`src/rtl/axil_pkg.sv`:
```
// Shared AXI4-Lite definitions: bridge state encoding and response codes,
// reused by the interconnect, the master bridge and the DSP register slaves.
package axil_pkg;

  typedef enum logic [2:0] {
    IDLE,
    WR_AW_W,
    WR_B,
    RD_AR,
    RD_R,
    DONE
  } axil_state_e;

  localparam logic [1:0] RESP_OKAY   = 2'b00;
  localparam logic [1:0] RESP_SLVERR = 2'b10;
  localparam logic [1:0] RESP_DECERR = 2'b11;

  function automatic logic resp_is_err(input logic [1:0] resp);
    return resp != RESP_OKAY;
  endfunction

endpackage

```
`src/rtl/bridge_timeout_ctr.sv`:
```
// Per-phase watchdog: counts cycles while enabled and pulses expired on the
// TIMEOUT_CYCLES-th cycle since the last clear. TIMEOUT_CYCLES=0 disables it.
module bridge_timeout_ctr #(
  parameter int TIMEOUT_CYCLES = 256
) (
  input  logic clk_i,
  input  logic reset_ni,
  input  logic clear_i,
  input  logic enable_i,
  output logic expired_o
);

  localparam int CW = (TIMEOUT_CYCLES > 1) ? $clog2(TIMEOUT_CYCLES) : 1;
  localparam logic [CW-1:0] LAST = CW'(TIMEOUT_CYCLES - 1);

  logic [CW-1:0] count_q, count_d;

  always_comb begin
    count_d = count_q;
    if (clear_i) begin
      count_d = '0;
    end else if (enable_i) begin
      count_d = count_q + CW'(1);
    end
  end

  always_ff @(posedge clk_i or negedge reset_ni) begin
    if (!reset_ni) begin
      count_q <= '0;
    end else begin
      count_q <= count_d;
    end
  end

  assign expired_o = (TIMEOUT_CYCLES != 0) && enable_i && (count_q == LAST);

endmodule

```
`src/rtl/axil_master_bridge.sv`:
```
// Turns a hold-until-ack CPU register request into one AXI4-Lite master
// transaction and returns a single-cycle ack with read data and error flag.
module axil_master_bridge
  import axil_pkg::*;
#(
  parameter int DATA_WIDTH     = 32,
  parameter int REQ_ADDR_WIDTH = 32,
  parameter int AXI_ADDR_WIDTH = 5,
  parameter int TIMEOUT_CYCLES = 256
) (
  input  logic                      clk_i,
  input  logic                      reset_ni,
  input  logic [REQ_ADDR_WIDTH-1:0] req_addr_i,
  input  logic [DATA_WIDTH-1:0]     req_wdata_i,
  input  logic                      req_we_i,
  input  logic                      req_re_i,
  output logic [DATA_WIDTH-1:0]     req_rdata_o,
  output logic                      req_ack_o,
  output logic                      req_err_o,
  output logic                      busy_o,
  output logic [AXI_ADDR_WIDTH-1:0] m_axi_awaddr_o,
  output logic                      m_axi_awvalid_o,
  input  logic                      m_axi_awready_i,
  output logic [DATA_WIDTH-1:0]     m_axi_wdata_o,
  output logic [DATA_WIDTH/8-1:0]   m_axi_wstrb_o,
  output logic                      m_axi_wvalid_o,
  input  logic                      m_axi_wready_i,
  input  logic [1:0]                m_axi_bresp_i,
  input  logic                      m_axi_bvalid_i,
  output logic                      m_axi_bready_o,
  output logic [AXI_ADDR_WIDTH-1:0] m_axi_araddr_o,
  output logic                      m_axi_arvalid_o,
  input  logic                      m_axi_arready_i,
  input  logic [DATA_WIDTH-1:0]     m_axi_rdata_i,
  input  logic [1:0]                m_axi_rresp_i,
  input  logic                      m_axi_rvalid_i,
  output logic                      m_axi_rready_o
);

  localparam int STRB_W = DATA_WIDTH / 8;

  axil_state_e state_q, state_d;

  logic [AXI_ADDR_WIDTH-1:0] addr_q, addr_d;
  logic [DATA_WIDTH-1:0]     wdata_q, wdata_d;
  logic [DATA_WIDTH-1:0]     rdata_q, rdata_d;
  logic [STRB_W-1:0]         wstrb_q, wstrb_d;
  logic awvalid_q, awvalid_d, wvalid_q, wvalid_d, bready_q, bready_d;
  logic arvalid_q, arvalid_d, rready_q, rready_d;
  logic ack_q, ack_d, err_q, err_d, busy_q, busy_d;

  logic aw_ok, w_ok, expired, in_axi_phase;
  logic unused_addr_hi;

  assign unused_addr_hi = ^req_addr_i[REQ_ADDR_WIDTH-1:AXI_ADDR_WIDTH];

  // A channel counts as finished once its handshake happened earlier or is happening now.
  assign aw_ok = !awvalid_q || m_axi_awready_i;
  assign w_ok  = !wvalid_q  || m_axi_wready_i;
  assign in_axi_phase = (state_q == WR_AW_W) || (state_q == WR_B) ||
                        (state_q == RD_AR)   || (state_q == RD_R);

  bridge_timeout_ctr #(
    .TIMEOUT_CYCLES(TIMEOUT_CYCLES)
  ) u_timeout (
    .clk_i    (clk_i),
    .reset_ni (reset_ni),
    .clear_i  (state_d != state_q),
    .enable_i (in_axi_phase),
    .expired_o(expired)
  );

  always_ff @(posedge clk_i or negedge reset_ni) begin
    if (!reset_ni) begin
      state_q   <= IDLE;
      addr_q    <= '0;
      wdata_q   <= '0;
      rdata_q   <= '0;
      wstrb_q   <= '0;
      awvalid_q <= 1'b0;
      wvalid_q  <= 1'b0;
      bready_q  <= 1'b0;
      arvalid_q <= 1'b0;
      rready_q  <= 1'b0;
      ack_q     <= 1'b0;
      err_q     <= 1'b0;
      busy_q    <= 1'b0;
    end else begin
      state_q   <= state_d;
      addr_q    <= addr_d;
      wdata_q   <= wdata_d;
      rdata_q   <= rdata_d;
      wstrb_q   <= wstrb_d;
      awvalid_q <= awvalid_d;
      wvalid_q  <= wvalid_d;
      bready_q  <= bready_d;
      arvalid_q <= arvalid_d;
      rready_q  <= rready_d;
      ack_q     <= ack_d;
      err_q     <= err_d;
      busy_q    <= busy_d;
    end
  end

  // A handshake landing on the expiring cycle wins, so the slave never sees a dropped transfer.
  always_comb begin
    state_d = state_q;
    unique case (state_q)
      IDLE: begin
        if (req_we_i)      state_d = WR_AW_W;
        else if (req_re_i) state_d = RD_AR;
      end
      WR_AW_W: begin
        if (aw_ok && w_ok) state_d = WR_B;
        else if (expired)  state_d = DONE;
      end
      WR_B:    if (m_axi_bvalid_i || expired)  state_d = DONE;
      RD_AR: begin
        if (m_axi_arready_i) state_d = RD_R;
        else if (expired)    state_d = DONE;
      end
      RD_R:    if (m_axi_rvalid_i || expired)  state_d = DONE;
      DONE:    state_d = IDLE;
      default: state_d = IDLE;
    endcase
  end

  // Outputs are computed from the upcoming state so every port comes straight from a flop.
  always_comb begin
    addr_d    = addr_q;
    wdata_d   = wdata_q;
    rdata_d   = rdata_q;
    err_d     = err_q;
    awvalid_d = 1'b0;
    wvalid_d  = 1'b0;
    bready_d  = 1'b0;
    arvalid_d = 1'b0;
    rready_d  = 1'b0;
    if (state_q == IDLE && (req_we_i || req_re_i)) begin
      addr_d  = req_addr_i[AXI_ADDR_WIDTH-1:0];
      wdata_d = req_wdata_i;
    end
    case (state_d)
      WR_AW_W: begin
        awvalid_d = (state_q == IDLE) || (awvalid_q && !m_axi_awready_i);
        wvalid_d  = (state_q == IDLE) || (wvalid_q && !m_axi_wready_i);
      end
      WR_B:  bready_d  = 1'b1;
      RD_AR: arvalid_d = 1'b1;
      RD_R:  rready_d  = 1'b1;
      DONE: begin
        if (state_q == RD_R && m_axi_rvalid_i) begin
          rdata_d = m_axi_rdata_i;
          err_d   = resp_is_err(m_axi_rresp_i);
        end else if (state_q == WR_B && m_axi_bvalid_i) begin
          rdata_d = '0;
          err_d   = resp_is_err(m_axi_bresp_i);
        end else begin
          rdata_d = '0;
          err_d   = 1'b1;
        end
      end
      default: begin
        rdata_d = '0;
        err_d   = 1'b0;
      end
    endcase
    wstrb_d = {STRB_W{wvalid_d}};
    ack_d   = (state_d == DONE);
    busy_d  = (state_d != IDLE);
  end

  assign req_rdata_o     = rdata_q;
  assign req_ack_o       = ack_q;
  assign req_err_o       = err_q;
  assign busy_o          = busy_q;
  assign m_axi_awaddr_o  = addr_q;
  assign m_axi_awvalid_o = awvalid_q;
  assign m_axi_wdata_o   = wdata_q;
  assign m_axi_wstrb_o   = wstrb_q;
  assign m_axi_wvalid_o  = wvalid_q;
  assign m_axi_bready_o  = bready_q;
  assign m_axi_araddr_o  = addr_q;
  assign m_axi_arvalid_o = arvalid_q;
  assign m_axi_rready_o  = rready_q;

endmodule

```
`config.mk`:
```
export PLATFORM = sky130hd
export DESIGN_NAME = axil_master_bridge
export DESIGN_NICKNAME = d
export VERILOG_FILES = /design/src/rtl/axil_pkg.sv /design/src/rtl/bridge_timeout_ctr.sv /design/src/rtl/axil_master_bridge.sv
export SDC_FILE = /design/constraint.sdc
export NUM_CORES = 1
export LEC_CHECK = 0
export CORE_MARGIN = 2
export CORE_UTILIZATION = 38
export CTS_CLUSTER_SIZE = 12
export DETAILED_ROUTE_END_ITERATION = 12
export PLACE_DENSITY = 0.77
export RECOVER_POWER = 50
export SYNTH_ARGS = -nofsm -noshare
export SYNTH_HDL_FRONTEND = slang
export SYNTH_SLANG_ARGS = --single-unit
```
`constraint.sdc`:
```
create_clock -name clk_i -period 1.8 [get_ports clk_i]
set_input_delay 0.27 -clock clk_i [delete_from_list [all_inputs] [get_ports clk_i]]
set_output_delay 0.27 -clock clk_i [all_outputs]
set_load 0.02 [all_outputs]
```
Yosys cells after proc, flatten, opt, wreduce, memory -nomap -nowiden
Index checks and enable logic that the tools add are counted.

word-level totals
  register bits = 89
  latch bits = 0
  RAM bits = 0
  bits in read-only memories = 0
  input port bits = 109
  output and inout bits = 86
  memories = 0

cells by class
  add/sub/neg operators = 1
  multipliers = 0
  divide/modulo/power cells = 0
  order comparisons = 0
  equality and inequality tests = 11
  shift operators = 0
  muxes and demuxes = 20
  bitwise gates (word level) = 0
  reductions and logical operators = 27

operator list
  kind                 count
  $pmux 32 s2          1
  $mux 32              1
  $mux 3               7
  $mux 8               2
  $pmux 3 s5           1
  $eq 3x2->1 const B   4
  $logic_or 1x1->1     10
  $eq 3x3->1 const B   3
  $add 8x1->8 const B  1
  $eq 8x8->1 const B   1
  $logic_and 1x1->1    7
  $mux 1               7
  $eq 3x1->1 const B   2
  $reduce_bool 2->1    3
  $logic_not 1->1      4
  $reduce_or 4->1      1
  $logic_not 3->1      1
  $ne 3x3->1           1
  $reduce_bool 3->1    1
  $pmux 1 s2           1

Depth between registers and ports, before layout
Gate-level depths: netlist of run 1.

  depth in word-level cells = 11
  depth in mapped cells = 8

Modules after synthesis
From an unflattened synthesis of run 1, not the netlist that was laid out.

unflattened totals
  cell total of the unflattened synthesis = 331
  area, all modules = 3,998.8 um2

modules (own cells, without submodules)
  module              times used  cells each  area an instance (um2)  sequential area each (um2)
  axil_master_bridge  1           292         3,595.9                 2,001.9
  bridge_timeout_ctr  1           39          402.9                   200.2

Worst setup path after synthesis of run 1
No wires, ideal clock.

  path type = register to register
  from = register u_timeout.count_q[0]
  to = register busy_q (netlist: busy_o)
  setup time = 131 ps
  data arrival time = 1,803 ps
  data required time = 1,669 ps
  path slack = -134 ps
  stages on the path, launching flop included = 7
  buffers on the path = 0
  clock period less this slack = 1,934 ps
  cells stage by stage = dfrtp_1 > ha_1 > nand3_1 > nor4_4 > nor4b_4 > inv_2 > or3_1

between the ends
  word-level cells in the longest chain between the ends = 6
  elaborated cells on any way between the ends = 11
  those cells by class = 1 x eq/ne; 6 x mux; 4 x reduce/logical

RTL lines
  item                                  line                                                  RTL
  from (decl)                           bridge_timeout_ctr.sv:16                              logic [CW-1:0] count_q, count_d;
  from (signal assigned)                bridge_timeout_ctr.sv:31                              count_q <= count_d;
  $eq 8x8->1 *                          bridge_timeout_ctr.sv:35                              assign expired_o = (TIMEOUT_CYCLES != 0) && enable_i && (count_q == LAST);
  $logic_and 1x1->1 *                   bridge_timeout_ctr.sv:35
  $mux 3, or another cell as far along  axil_master_bridge.sv:115, axil_master_bridge.sv:120
  $mux 3, on equally long branches      --
  $pmux 3 s5 *                          axil_master_bridge.sv:108                             unique case (state_q)
  named net state_d[0]                  axil_master_bridge.sv:42                              axil_state_e state_q, state_d;
  $reduce_bool 3->1 *                   axil_master_bridge.sv:170                             busy_d = (state_d != IDLE);
  named net busy_d                      axil_master_bridge.sv:50                              logic ack_q, ack_d, err_q, err_d, busy_q, busy_d;
  to (signal assigned)                  axil_master_bridge.sv:101                             busy_q <= busy_d;
  to (decl)                             axil_master_bridge.sv:50

Mark *: on every way through the listed nets, which the timed path passes. The rest lies on a longest branch.
A chain may end at the register's enable or synchronous reset.

Final worst setup path of run 1
  from = register state_q[2]
  to = register busy_q (netlist: busy_o)

between the ends
  word-level cells in the longest chain between the ends = 9
  elaborated cells on any way between the ends = 20
  those cells by class = 4 x eq/ne; 8 x mux; 8 x reduce/logical

RTL lines
  item                                             line                                                  RTL
  from (decl)                                      axil_master_bridge.sv:42
  from (signal assigned)                           axil_master_bridge.sv:89                              state_q <= state_d;
  $eq 3x1->1 / $eq 3x2->1 (equally long branches)  axil_master_bridge.sv:60, axil_master_bridge.sv:108
  $logic_or 1x1->1 (2 in series)                   axil_master_bridge.sv:60                              assign in_axi_phase = (state_q == WR_AW_W) || (state_q == WR_B) ||
  $logic_or 1x1->1                                 axil_master_bridge.sv:61                              (state_q == RD_AR) || (state_q == RD_R);
  $logic_and 1x1->1                                bridge_timeout_ctr.sv:35
  $mux 3, or another cell as far along             axil_master_bridge.sv:115, axil_master_bridge.sv:120
  $mux 3, on equally long branches                 --
  $pmux 3 s5 *                                     axil_master_bridge.sv:108
  named net state_d[0]                             axil_master_bridge.sv:42
  $reduce_bool 3->1 *                              axil_master_bridge.sv:170
  named net busy_d                                 axil_master_bridge.sv:50

Marked as above.

==> impl_metrics.py, run 1 <==
metrics = {
    "grt": {
        "grt.total_usage": 0.186,
        "grt_remaining_overflow": 0,
        "grt_max_degree": 39,
        "grt_pass1_vias": 3628,
        "grt_pass1_wl_mm": 17.3,
        "antenna_found_initial": 0,
    },
    "sta": {
        "finalCritPeriodShare": 1.10,
        "worstMarginPinSlew_ns": 0.954,
        "fmax_mhz": 504,
        "rsz0062_at_grt": "yes",
        "slew_viol_final": 0,
        "setup-violations-final": 81,
        "fin_crit_ns": 1.99,
        "slew_headroom": 0.364,
        "final_hold_viol_count": 0,
        "layout_setup_ws_ns": -0.186,
        "fin_skew_ns": 0.0163,
    },
    "run_status": {
        "status": "complete, but fails checks",
        "violations": "negative setup slack",
    },
    "power_and_ir_drop": {
        "max-vdd-ir-drop_mv": 1.11,
        "pwr-share-seq": 0.284,
        "swShare": 0.404,
        "netSwitchingPower_mw": 4.50,
        "p_leak_nw": 2.78,
        "power.density_mw_per_mm2": 1690,
        "p_clk_frac": 0.128,
        "p_int_mw": 6.64,
        "pwr-share-comb": 0.589,
        "total_power_mw": 11.1,
    },
    "placed_design": {
        "routabilityCongestion": 0.859,
        "dp_slack_ns": -0.435,
        "port_buffers": 167,
        "dp_hpwl_mm": 8.25,
    },
    "synth": {
        "synth_top_area_share": 0.517,
        "synth.distinct_cells": 52,
        "yosysTopAreaCell": "dfrtp_1",
        "ys_warn_count": 0,
        "synth_nets": 478,
        "synthFlopType": "dfrtp_1",
        "async_flop_share": 1.00,
        "synth_edf_count": 0,
        "synth_seq_area_share": 0.517,
        "synthTopCellsByCount": "dfrtp_1 (88), nand2_1 (37), inv_1 (36)",
        "syn_inst": 368,
        "synth_area_leaders": "dfrtp_1 (52%), o211ai_2 (8.8%), mux2_2 (8.2%), o21ai_0 (3.9%), nand2_1 (3.3%)",
        "syn-cell-area_sq_mm": 0.00426,
        "synth_seq_cells": 88,
        "yosysMostFrequentCell": "dfrtp_1",
        "synth.avg_cell_area_sq_um": 11.6,
    },
    "job": {
        "maxCapViolations": 0,
    },
    "clock_network": {
        "clk_pin_slew_ns": 0.08,
        "clk_path_buf_depth": 2,
        "htree_levels": 3,
        "clk_latency_ns": 0.34,
        "cts_sinks": 88,
        "cts_tree": "built",
        "clock-root-buffer": "clkbuf_8",
        "cts-buffers-inserted": 9,
    },
    "route": {
        "routed_wl_mm": 11.2,
        "vias_per_cell": 4.95,
        "drc_errors": 0,
        "route.antenna.remaining_nets": 0,
        "routedWlPerCell_microns": 15.8,
        "drtIter0Drc": 137,
        "firstDrtPassIters": 4,
        "vias": 3505,
    },
    "floorplanning": {
        "coreArea_sq_mm": 0.0109,
        "fp.dieH_microns": 110,
        "ios": 195,
        "start_util": 0.392,
        "num_rows": 38,
        "die_w_microns": 110,
        "dieArea_sq_mm": 0.0121,
    },
    "setup_path": {
        "cp-end-kind": "flop",
        "reg2reg_to": "busy_o",
        "startpoint_type": "flop",
        "cp_slowest_cell": "dfrtp_2",
        "path_max_fanout": 6,
        "reg2reg_setup_slack_ns": -0.19,
        "path_class": "flop to flop",
        "cp.required_ns": 2.01,
        "critPathBufInv": 3,
        "crit_arrival_ns": 2.20,
        "r2r-start": "state_q[2]",
        "cp_cell_sequence": "buf_6 > or2b_1 > o311a_4 > nor4b_4 > buf_4 > inv_2 > or3_1",
        "slowest_delay_ns": 0.45,
        "r2r_cells": 7,
        "cp_top_family": "simple AND/OR/NAND/NOR gates",
    },
    "min_path": {
        "whs_path_depth": 1,
        "hold_class": "flop to flop",
        "min_to": "m_axi_wdata_o[29]",
        "min_from": "m_axi_wdata_o[29]",
    },
    "cells_and_area": {
        "nFillCells": 890,
        "n_antenna_cell": 0,
        "final_nets": 673,
        "area_delta_synth_final_pct": 54.9,
        "drive_above_1_share": 0.261,
    },
}
## how the worst max path moves through the flow
stage                         start              endpoint  slack [ns]  cells past startpoint
floorplan                state_q[2]                busy_o       -0.05                      5
CTS                      state_q[2]                busy_o       -0.13                      7
global route             state_q[2]                busy_o       -0.26                      7
global placement           req_we_i                busy_o       -0.38                      6
detailed placement  m_axi_awready_i  u_timeout.count_q[1]       -0.44                      6
finish                   state_q[2]                busy_o       -0.19                      7
## logic make-up (layout without fill, tap and decap cells)
group | Yosys count | in the layout | synth area share
adder cells (fa/ha/maj) | 1 | 1 | 0.00293
AND/OR/NAND/NOR | 80 | 80 | 0.0998
multiplexers | 39 | 39 | 0.105
flip-flops | 88 | 88 | 0.517
buffers and inverters | 66 | 266 | 0.0769
AO/OA/AOI/OAI | 86 | 86 | 0.182
XOR/XNOR | 8 | 8 | 0.0164
## power groups by stage
stage	registers, mW	logic [mW]	clock network (mW)
floorplan	3.92	2.99	0
global placement	3.15	6.24	0
detailed placement	3.20	6.36	0
CTS	3.16	6.57	1.48
global route	3.25	7.00	1.58
finish	3.16	6.56	1.42
## repair_timing
| action | in CTS | in global routing |
|---|---|---|
| setup endpoints to repair | 83 | 83 |
| gates cloned | 0 | 0 |
| resized for setup | 12 | 5 |
| hold buffers | 1 | 0 |
| setup buffers | 5 | 0 |
| hold endpoints to repair | 35 | 0 |
| pin swaps | 12 | 2 |
## worst register-to-register path, delay by kind of cell (launching register included)
family                 cells  cell delay (ns)
AND/OR/NAND/NOR            3             0.91
flip-flops                 1             0.45
AO/OA/AOI/OAI              1             0.14
buffers and inverters      3             0.37
## routing by layer
metal | share of wire | track usage | vias up
met1 | 0.42 | 0.219 | 1712
met5 | 0 | 0 | -
met4 | 0.0068 | 0.0488 | 0
met3 | 0.072 | 0.0427 | 4
li1 | - | - | 1657
met2 | 0.51 | 0.337 | 132
## placed cells by master (no fill, tap or decap), types with 2 or more instances in the layout
cell,count
and2_1,3
buf_4,36
clkbuf_8,10
and3_1,3
inv_2,2
xnor2_1,3
clkbuf_2,3
xor2_1,4
a21oi_1,2
nand3_1,3
dfrtp_2,2
o211ai_1,3
buf_12,3
or3_1,2
mux2_1,6
nor2_1,13
clkdlybuf4s50_1,166
clkinvlp_4,2
nand4_1,2
dfrtp_1,86
o211ai_2,30
buf_6,3
mux2_2,31
nand2_1,37
inv_1,35
nand2b_1,4
o21ai_0,33
nor2_4,3
## state kept, by name, summed over array words and instances, names as in the netlist
signal             count
m_axi_wdata_o         32
req_rdata_o           32
u_timeout.count_q      8
m_axi_araddr_o         5
state_q                3
busy_o                 1
m_axi_arvalid_o        1
m_axi_awvalid_o        1
m_axi_bready_o         1
m_axi_rready_o         1
m_axi_wvalid_o         1
req_ack_o              1
req_err_o              1
## layout make-up
cell class | instances | area (sq um) | share of cell area
Sequential cell | 88 | 2200 | 0.334
Clock buffer | 10 | 138 | 0.0208
Clock inverter | 6 | 73.8 | 0.0112
Tap cell | 140 | 175 | 0.0265
Multi-Input combinational cell | 214 | 1810 | 0.275
Inverter | 37 | 139 | 0.0210
Timing Repair Buffer | 213 | 2060 | 0.312
## through the flow
step                area [sq um]  utilization  hold slack, ns  TNS, ns  instances
finish                      6600        0.606           0.491    -9.48        708
global placement            6300        0.579           0.277   -21.78        687
CTS                         6600        0.606           0.432    -6.93        708
detailed placement          6300        0.579           0.288   -22.06        687
floorplan                   4300            -         -0.0256   -0.831        368
global route                6600        0.606           0.475   -15.46        708
Note: power is estimated with default switching activity, not from simulation.
==> inputs of run 2 (changes only) <==
==> constraint.sdc (replaced) <==
create_clock -name clk_i -period 1.8 [get_ports clk_i]
set_input_delay 0.27 -clock clk_i [delete_from_list [all_inputs] [get_ports clk_i]]
set_output_delay 0.27 -clock clk_i [all_outputs]
set_load 0.005 [all_outputs]
==> results of run 2 <==
The final DEF is identical to that of run 1. Status: complete, but fails checks: negative setup slack.
Main changes from that run: total power 11.1 mW -> 10.3 mW; worst IR drop on VDD 1.11 mV -> 0.878 mV
==> inputs of run 3 (changes only) <==
CORE_UTILIZATION = 45   (was 38)
PLACE_DENSITY = 0.86   (was 0.77)
clock period = 2.55 ns   (was 1.8 ns; I/O delays follow)
==> run 3 against run 2 <==
  * The flow now finishes without violations
  * Utilization is 6.7 points higher
  * First-iteration DRC count is 0.73% higher
  * Routed wire length fell by 6.8%
  * Fmax shrank 16%
  * Total power down 36%
  * Global-route usage grew 1.6 points
  * Sequential cell count is the same
  * Combinational power fell by 40%
  * Critical path type unchanged
  * Critical path depth stayed put
  * Sequential share of layout area rose by 2.2 points
  * Final cell count down 9.3%
  * Non-clock buffer count decreased by 37
==> impl_metrics.py, run 3 (synthesized netlist as in run 1, its figures left out) <==
metrics = {
    "sta": {
        "finalSetupTns_ns": 0,
        "worstMarginPinSlew_ns": 1.17,
        "fmax_mhz": 425,
        "fin_crit_ns": 2.35,
        "finalCritPeriodShare": 0.923,
        "holdWs_ns": 0.258,
        "final_hold_viol_count": 0,
        "slew_headroom": 0.222,
        "slew_viol_final": 0,
        "rsz0062_at_grt": "no",
        "fin_skew_ns": 0.0159,
        "setup-violations-final": 0,
    },
    "setup_path": {
        "startpoint_type": "flop",
        "cp-end-kind": "flop",
        "cp_slowest_cell": "o32ai_4",
        "critPathBufInv": 1,
        "cp.required_ns": 2.82,
        "slowest_delay_ns": 0.64,
        "reg2reg_setup_slack_ns": 0.20,
        "crit_arrival_ns": 2.62,
        "cp_cell_sequence": "ha_1 > nand3_1 > nor2_4 > o32ai_4 > buf_4 > a211oi_1 > o2bb2ai_1",
        "r2r-start": "u_timeout.count_q[0]",
        "r2r_cells": 7,
        "path_max_fanout": 18,
        "path_class": "flop to flop",
        "cp_top_family": "compound AO/OA/AOI/OAI gates",
        "reg2reg_to": "req_err_o",
    },
    "power_and_ir_drop": {
        "power.density_mw_per_mm2": 1060,
        "pwr-share-comb": 0.518,
        "swShare": 0.370,
        "pwr-share-seq": 0.341,
        "max-vdd-ir-drop_mv": 0.605,
        "netSwitchingPower_mw": 2.43,
        "p_leak_nw": 2.62,
        "p_int_mw": 4.13,
        "p_clk_frac": 0.141,
    },
    "floorplanning": {
        "dieArea_sq_mm": 0.0103,
        "ios": 195,
        "fp.dieH_microns": 101,
        "start_util": 0.464,
        "coreArea_sq_mm": 0.00920,
        "num_rows": 35,
        "die_w_microns": 101,
    },
    "cells_and_area": {
        "final_util": 0.673,
        "n_antenna_cell": 0,
        "design_area_sq_mm": 0.00619,
        "area_delta_synth_final_pct": 45.2,
        "final_nets": 636,
        "drive_above_1_share": 0.196,
        "final_cell_mix": "clkdlybuf4s50_1 (123), dfrtp_1 (88), dlygate4sd3_1 (43)",
        "layout_commonest_cell": "clkdlybuf4s50_1",
    },
    "route": {
        "firstDrtPassIters": 4,
        "route.antenna.remaining_nets": 0,
        "wl_met2_mm": 5.39,
        "vias": 3388,
        "wl_met3_microns": 766,
        "drt-met1-wl_mm": 4.12,
        "routedWlPerCell_microns": 16.3,
        "drc_errors": 0,
        "drtIter0Drc": 138,
        "vias_per_cell": 5.28,
        "routed_wl_mm": 10.4,
        "dr.max_layer_used": "met4",
    },
    "clock_network": {
        "htree_levels": 3,
        "postCtsSetupRepairBufs": 0,
        "clock-root-buffer": "clkbuf_8",
        "cts_tree": "built",
        "cts-buffers-inserted": 9,
        "cts_sinks": 88,
        "clk_pin_slew_ns": 0.10,
        "cts_hold_buf": 0,
        "clk_latency_ns": 0.35,
        "cts-resized-gates": 0,
        "clk_path_buf_depth": 2,
    },
    "placed_design": {
        "routabilityCongestion": 0.816,
        "place_area_sq_mm": 0.00601,
        "dp_hpwl_mm": 7.85,
        "port_buffers": 167,
    },
    "grt": {
        "grt_pass1_vias": 3333,
        "grt_remaining_overflow": 0,
        "grt.total_usage": 0.201,
        "grt_max_degree": 49,
        "grt_pass1_wl_mm": 16.3,
        "antenna_found_initial": 0,
    },
    "run_status": {
        "status": "finished, final reports clean",
    },
    "job": {
        "maxCapViolations": 0,
    },
    "min_path": {
        "hold_class": "primary input to asynchronous set/reset pin",
    },
}
## run 3: cell types whose count changed in the layout (fill, tap and decap cells not counted), sizes merged, moves of 2 or more
cell,delta
buf,-34
clkinv,+2
dlygate4sd3,+42
clkbuf,-3
clkdlybuf4s50,-43
## run 3: worst register-to-register path, cell delays in order (launching register included)
cell,delay [ns]
dfrtp_1,0.41
ha_1,0.26
nand3_1,0.26
nor2_4,0.10
o32ai_4,0.64
buf_4,0.35
a211oi_1,0.08
o2bb2ai_1,0.18
## run 3: layout make-up
class / instances / area, sq um
clock inverters: 7 / 72.6
clock buffers: 9 / 124
repair buffers: 176 / 1770
inverters: 37 / 139
well taps: 111 / 139
multi-input cells: 214 / 1740
fillers: 724 / 3010
flip-flops and latches: 88 / 2200
## run 3: power groups by stage
stage / combinational [mW] / clock [mW] / sequential, mW
after floorplan: 1.97 / 0 / 2.24
after global placement: 3.44 / 0 / 2.24
after detailed placement: 3.54 / 0 / 2.28
after CTS: 3.55 / 0.952 / 2.25
after global routing: 3.68 / 0.998 / 2.31
final: 3.39 / 0.926 / 2.23
## run 3: worst max-delay path by stage
stage	start	end	slack [ns]	cells past startpoint
floorplan	u_timeout.count_q[0]	busy_o	0.62	6
global placement	m_axi_arready_i	req_rdata_o[8]	0.18	7
detailed placement	m_axi_wready_i	req_rdata_o[8]	0.12	7
CTS	u_timeout.count_q[0]	req_err_o	0.20	7
global route	u_timeout.count_q[0]	req_err_o	0.03	7
finish	u_timeout.count_q[0]	req_err_o	0.20	7
## run 3: metal layers
| layer | up-vias | global-route usage |
|---|---|---|
| met5 | - | 0 |
| met4 | 0 | 0.0686 |
| met3 | 12 | 0.0428 |
| met2 | 139 | 0.365 |
| met1 | 1659 | 0.236 |
| li1 | 1578 | - |
## run 3: metrics by stage
stage | instances | worst slack [ns] | total power, mW
2_1_floorplan | 368 | 0.616 | 4.21
3_3_place_gp | 626 | 0.182 | 5.68
3_5_place_dp | 626 | 0.120 | 5.82
4_1_cts | 642 | 0.200 | 6.76
5_1_grt | 642 | 0.0336 | 6.98
6_report | 642 | 0.197 | 6.55
